### src/rtl/decoder_1to2.sv
// Enabled 1-to-2 one-hot write-select decoder for the two-entry register file, with registered tracking.
// Define DECODER_1TO2_STATS_EN to add the saturating per-register write counters.
module decoder_1to2 #(
    parameter int CNT_W = 8
) (
    input  logic             clk,
    input  logic             rst,
    input  logic             write_addr,
    input  logic             load,
    output logic [1:0]       sel,
    output logic [1:0]       sel_q,
    output logic             last_addr,
    output logic             any_write,
    output logic [CNT_W-1:0] cnt_r0,
    output logic [CNT_W-1:0] cnt_r1
);

    logic [1:0] w_sel;
    logic [1:0] r_sel_q;
    logic       r_last_addr;
    logic       r_any_write;

    // An unknown address falls to the default arm, so no strobe is raised.
    always_comb begin
        w_sel = 2'b00;
        if (load) begin
            case (write_addr)
                1'b0:    w_sel = 2'b01;
                1'b1:    w_sel = 2'b10;
                default: w_sel = 2'b00;
            endcase
        end
    end

    always_ff @(posedge clk) begin
        if (rst) begin
            r_sel_q     <= 2'b00;
            r_last_addr <= 1'b0;
            r_any_write <= 1'b0;
        end else begin
            r_sel_q <= w_sel;
            if (load) begin
                r_last_addr <= write_addr;
                r_any_write <= 1'b1;
            end
        end
    end

`ifdef DECODER_1TO2_STATS_EN
    logic [CNT_W-1:0] r_cnt_r0;
    logic [CNT_W-1:0] r_cnt_r1;

    // Counters stop at all-ones rather than wrapping.
    always_ff @(posedge clk) begin
        if (rst) begin
            r_cnt_r0 <= '0;
            r_cnt_r1 <= '0;
        end else begin
            if (w_sel == 2'b01 && r_cnt_r0 != {CNT_W{1'b1}})
                r_cnt_r0 <= r_cnt_r0 + CNT_W'(1);
            if (w_sel == 2'b10 && r_cnt_r1 != {CNT_W{1'b1}})
                r_cnt_r1 <= r_cnt_r1 + CNT_W'(1);
        end
    end

    assign cnt_r0 = r_cnt_r0;
    assign cnt_r1 = r_cnt_r1;
`else
    assign cnt_r0 = '0;
    assign cnt_r1 = '0;
`endif

    assign sel       = w_sel;
    assign sel_q     = r_sel_q;
    assign last_addr = r_last_addr;
    assign any_write = r_any_write;

endmodule

### config.mk
export PLATFORM = sky130hd
export DESIGN_NAME = decoder_1to2
export DESIGN_NICKNAME = d
export VERILOG_FILES = /design/src/rtl/decoder_1to2.sv
export SDC_FILE = /design/constraint.sdc
export NUM_CORES = 1
export LEC_CHECK = 0
export ABC_AREA = 1
export CELL_PAD_IN_SITES_DETAIL_PLACEMENT = 0
export CELL_PAD_IN_SITES_GLOBAL_PLACEMENT = 2
export CORE_AREA = 4 4 41 43
export DETAILED_ROUTE_END_ITERATION = 6
export DIE_AREA = 0 0 45 47
export DONT_BUFFER_PORTS = 1
export PLACE_DENSITY_LB_ADDON = 0.2
export SYNTH_ARGS = -nofsm -noshare
export SYNTH_HDL_FRONTEND = slang
export SYNTH_SLANG_ARGS = --single-unit
### constraint.sdc
create_clock -name clk -period 1.3 [get_ports clk]
set_input_delay 0.325 -clock clk [delete_from_list [all_inputs] [get_ports clk]]
set_output_delay 0.325 -clock clk [all_outputs]
set_load 0.01 [all_outputs]
==> results of run 1 <==
[flip-flops by register name (all words and copies together) (netlist names)]
register	flops
sel_q	2
any_write	1
last_addr	1
[kinds of logic (layout without fill, tap and decap cells)]
kind of cell | count (synthesis) | after routing
buffers and inverters | 20 | 7
other | 1 | 16
and+or+nand+nor | 8 | 8
DFF | 4 | 4
[final timing paths]
| path | from | to | cells after the start |
|---|---|---|---|
| worst max-delay path | last_addr | last_addr | 0 |
| worst min-delay path | write_addr | sel_q[0] | 1 |
| worst max register to register | last_addr | last_addr | 2 |
| worst min register to register | any_write | any_write | 2 |
[Yosys cell counts (all sizes together)]
cell,instances
buf,16
conb,1
dfxtp,4
inv,4
nand2,2
nand3,2
nor2,3
nor3,1
[report_power, final]
group | switching [mW] | internal (mW)
combinational | 0.0293 | 0.00442
sequential | 0.00636 | 0.130
clock | 0.0481 | 0.103
[metrics by stage]
stage          utilization  setup WS [ps]  cells
3_5_place_dp         0.163            416     47
5_1_grt              0.181            324     50
3_3_place_gp         0.163            411     47
4_1_cts              0.181            360     50
6_report             0.181            369     50
2_1_floorplan            -            442     48
[layer usage]
layer / routed length [um] / global-route usage
met1: 102 / 0.0317
met2: 211 / 0.0537
met3: 75 / 0.0230
met4: 0 / 0.0877
met5: 0 / 0
[cell type report]
type | count | area, um2 | area share
Clock buffer | 3 | 22.5 | 0.0957
Sequential cell | 4 | 80.1 | 0.340
Multi-Input combinational cell | 24 | 98.8 | 0.420
Inverter | 4 | 15.0 | 0.0638
Tap cell | 15 | 18.8 | 0.0798
==> results.ini, run 1 <==
[run_status]
status=finished, final reports clean

[synthesis]
synthMuxAreaShare=0
syn_area_per_cell_um2=7.81
synthXorXnorAreaFrac=0
synth_area_um2=258
synth_cell_types=8
yosysSeqAreaShare=0.311
synth_top_area_share=0.466
syn_inst=33
synth_compound_area_frac=0
synth_area_leader_cell=buf_4
synth-seq-cells=4
synthAdderAreaFrac=0
yosysWarnings=0
netlist_top_cells_area=buf_4 47%, dfxtp_1 31%, inv_1 5.8%
synth_top_family_by_area=buffers and inverters
synthSimpleGateAreaFrac=0.150

[clock_tree]
clk_pin_slew_ps=40
cts_tree=built
ctsHtreeMaxLevel=1
cts.sinks=4
cts_made_buffers=3
clk_latency_ps=230
root_buffer=clkbuf_4
hold_buffers=0
post_cts_buffers=0
clk_path_buf_depth=2
cts-resized-gates=0

[sta]
fmax_ghz=1.07
hold_violations=0
setup-violations-final=0
fin_setup_tns_ps=0
fin_worst_skew_ps=0
slew_violations=0
final.min_clock_period_ps=931
finalCritPeriodShare=0.716
grt_setup_unrepaired=no
holdWs_ps=156

[finish]
n_antenna_cell=0
final_common_cell=conb_1
drive_gt1_frac=0.114
design_area_um2=235
fin_nets=41
final_cell_mix=16 x conb_1, 4 x inv_1, 4 x dfxtp_1
fill_cells=160
area_growth_pct=-8.74

[worst_setup_path]
endpoint_kind=output pin
reg2reg_slack_ps=720
worstPathRequired_ps=980
critPathArrivalTime_ps=610
crit_type=flop to output pin
worstPathMaxFanout=2
crit_path_start_kind=flop

[grt]
grt_max_degree=5
grt_pass1_vias=128
antenna_found_initial=0
grt_first_pass_wirelength_um=538
grt_use_total=0.0426
gr-total-overflow=0

[floorplan]
dieArea_mm2=0.00212
ioPinCount=26
rows=13
die_w_um=45
start_util=0.198
die_h_um=47
coreArea_mm2=0.00130

[route]
drt_wl_total_um=389
route.vias.total=143
vias_per_cell=2.86
wl_per_cell_um=7.78
ant_nets=0
drc=0
first_pass_iters=3
drt_iter0_markers=1

[pwr]
p_per_area_mw_per_mm2=1370
p_leak_nw=0.144
finalPower_mw=0.321
ir_drop_uv=170

[hold_path]
hp-class=input port to flop

[place]
placed_area_um2=213
gp_congestion=0.693
io_buffers=0
hpwlAfterDp_um=339

[job]
cap_violations=0

No activity file was read; power rests on OpenSTA's default activity.
==> inputs of run 2 (changes only) <==
==> constraint.sdc (replaced) <==
create_clock -name clk -period 0.8 [get_ports clk]
set_input_delay 0.2 -clock clk [delete_from_list [all_inputs] [get_ports clk]]
set_output_delay 0.2 -clock clk [all_outputs]
set_load 0.01 [all_outputs]
==> run 2 against run 1 <==
Global-route usage decreased by 0.076 points. Total power is 62% higher. Sequential power increased by 65%. Non-clock buffer count did not move. Routed wire length rose by 8.2%. Final cell count did not move. Combinational power is 65% higher. Register-to-register slack worse by 490 ps. Clock skew unchanged. Via count is 7.7% higher.
==> results.ini, run 2 (synthesized netlist as in run 1, its figures left out) <==
[floorplan]
coreArea_mm2=0.00130  ; unchanged
die_w_um=45  ; unchanged
start_util=0.198  ; unchanged
die_h_um=47  ; unchanged
ioPinCount=26  ; unchanged
rows=13  ; unchanged
dieArea_mm2=0.00212  ; unchanged

[worst_setup_path]
endpoint_kind=output pin
worstPathMaxFanout=2  ; unchanged
reg2reg_slack_ps=230  ; -490 ps
ff2ff_path_depth=2  ; unchanged
r2r_end=any_write
r2r_start=any_write
crit_type=flop to output pin
critPathArrivalTime_ps=580  ; -30 ps
crit_path_start_kind=flop
worstPathRequired_ps=600  ; -380 ps

[clock_tree]
cts_tree=built
ctsHtreeMaxLevel=1  ; unchanged
clk_path_buf_depth=2  ; unchanged
clk_pin_slew_ps=40  ; about the same
root_buffer=clkbuf_4
cts_made_buffers=3  ; unchanged
cts.sinks=4  ; unchanged
post_cts_buffers=0  ; unchanged
clk_latency_ps=230  ; about the same

[grt]
grt_first_pass_wirelength_um=607  ; +13%
antenna_found_initial=0  ; unchanged
grt_max_degree=5  ; unchanged
grt_use_total=0.0418  ; -0.000756
grt_pass1_vias=156  ; +22%
gr-total-overflow=0  ; unchanged

[route]
drc=0  ; unchanged
first_pass_iters=2  ; -1
ant_nets=0  ; unchanged
vias_per_cell=3.08  ; +7.7%
wl_per_cell_um=8.42  ; +8.2%
drt_wl_total_um=421  ; +8.2%
route.vias.total=154  ; +7.7%
drt_iter0_markers=1  ; unchanged

[pwr]
finalPower_mw=0.520  ; +62%
p_leak_nw=0.146  ; +0.91%
p_per_area_mw_per_mm2=2170  ; +59%
ir_drop_uv=286  ; +68%

[place]
hpwlAfterDp_um=377  ; +11%
place_ws_ps=161  ; -256 ps
io_buffers=0  ; unchanged
placed_area_um2=213  ; unchanged
gp_congestion=0.708  ; +2.2%

[finish]
n_antenna_cell=0  ; unchanged
area_growth_pct=-6.80
largest_reg_flops=2  ; unchanged
design_area_um2=240  ; +2.1%
fin_nets=41  ; unchanged
final_common_cell=conb_1
final_cell_mix=16 x conb_1, 4 x inv_1, 4 x dfxtp_2
drive_gt1_frac=0.229  ; +0.114

[sta]
hold_violations=0  ; unchanged
final.min_clock_period_ps=776
fin_worst_skew_ps=0  ; unchanged
fmax_ghz=1.29
setup_ws_ps=24.3  ; -344 ps
slew_violations=0  ; unchanged
finalCritPeriodShare=0.970
setup-violations-final=0  ; unchanged
grt_setup_unrepaired=yes

[job]
cap_violations=0  ; unchanged

[hold_path]
holdPathEnd=sel_q[0]
whs_path_depth=1  ; unchanged
hp-class=input port to flop
hp-start=write_addr

[run_status]
status=finished, final reports clean

run 2: what timing repair did:
action,4_1_cts,5_1_grt
hold buffers,0,0
setup endpoints to repair,2,3
gates resized for setup,2,2
run 2: final cells by class:
cell class / count / area [um2]
multi-input cells: 24 / 98.8
flip-flops and latches: 4 / 85.1
inverters: 4 / 15.0
well taps: 15 / 18.8
clock buffers: 3 / 22.5
fillers: 153 / 1060
run 2: report_power, final:
group | switching (mW) | total [mW] | internal (mW)
Clock | 0.0730 | 0.240 | 0.167
Sequential | 0.0109 | 0.225 | 0.214
Combinational | 0.0484 | 0.0556 | 0.00722
run 2: per-stage QoR:
| step | hold slack (ps) | setup TNS [ps] | cells | utilization |
|---|---|---|---|---|
| 5_1_grt | 25.8 | -2.70 | 50 | 0.185 |
| 3_3_place_gp | 271 | 0 | 47 | 0.163 |
| 4_1_cts | 24.8 | 0 | 50 | 0.183 |
| 6_report | 27.9 | 0 | 50 | 0.185 |
| 2_1_floorplan | 269 | 0 | 48 | - |
| 3_5_place_dp | 271 | 0 | 47 | 0.163 |
run 2: how the worst max path moves through the flow:
stage,from,end,cells after the start
after floorplan,load,sel[0],2
after global placement,load,sel[0],2
after detailed placement,load,sel[0],2
after CTS,sel_q[1],sel_q[1],0
after global routing,any_write,any_write,0
final,any_write,any_write,0
run 2: per-layer routing:
| metal | vias to the layer above | track usage | share of wire | routed length, um |
|---|---|---|---|---|
| met5 | - | 0 | 0 | 0 |
| met4 | 0 | 0.0526 | 0 | 0 |
| met3 | 0 | 0.0192 | 0.21 | 87 |
| met2 | 14 | 0.0734 | 0.55 | 230 |
| met1 | 71 | 0.0295 | 0.24 | 103 |
| li1 | 69 | - | - | - |
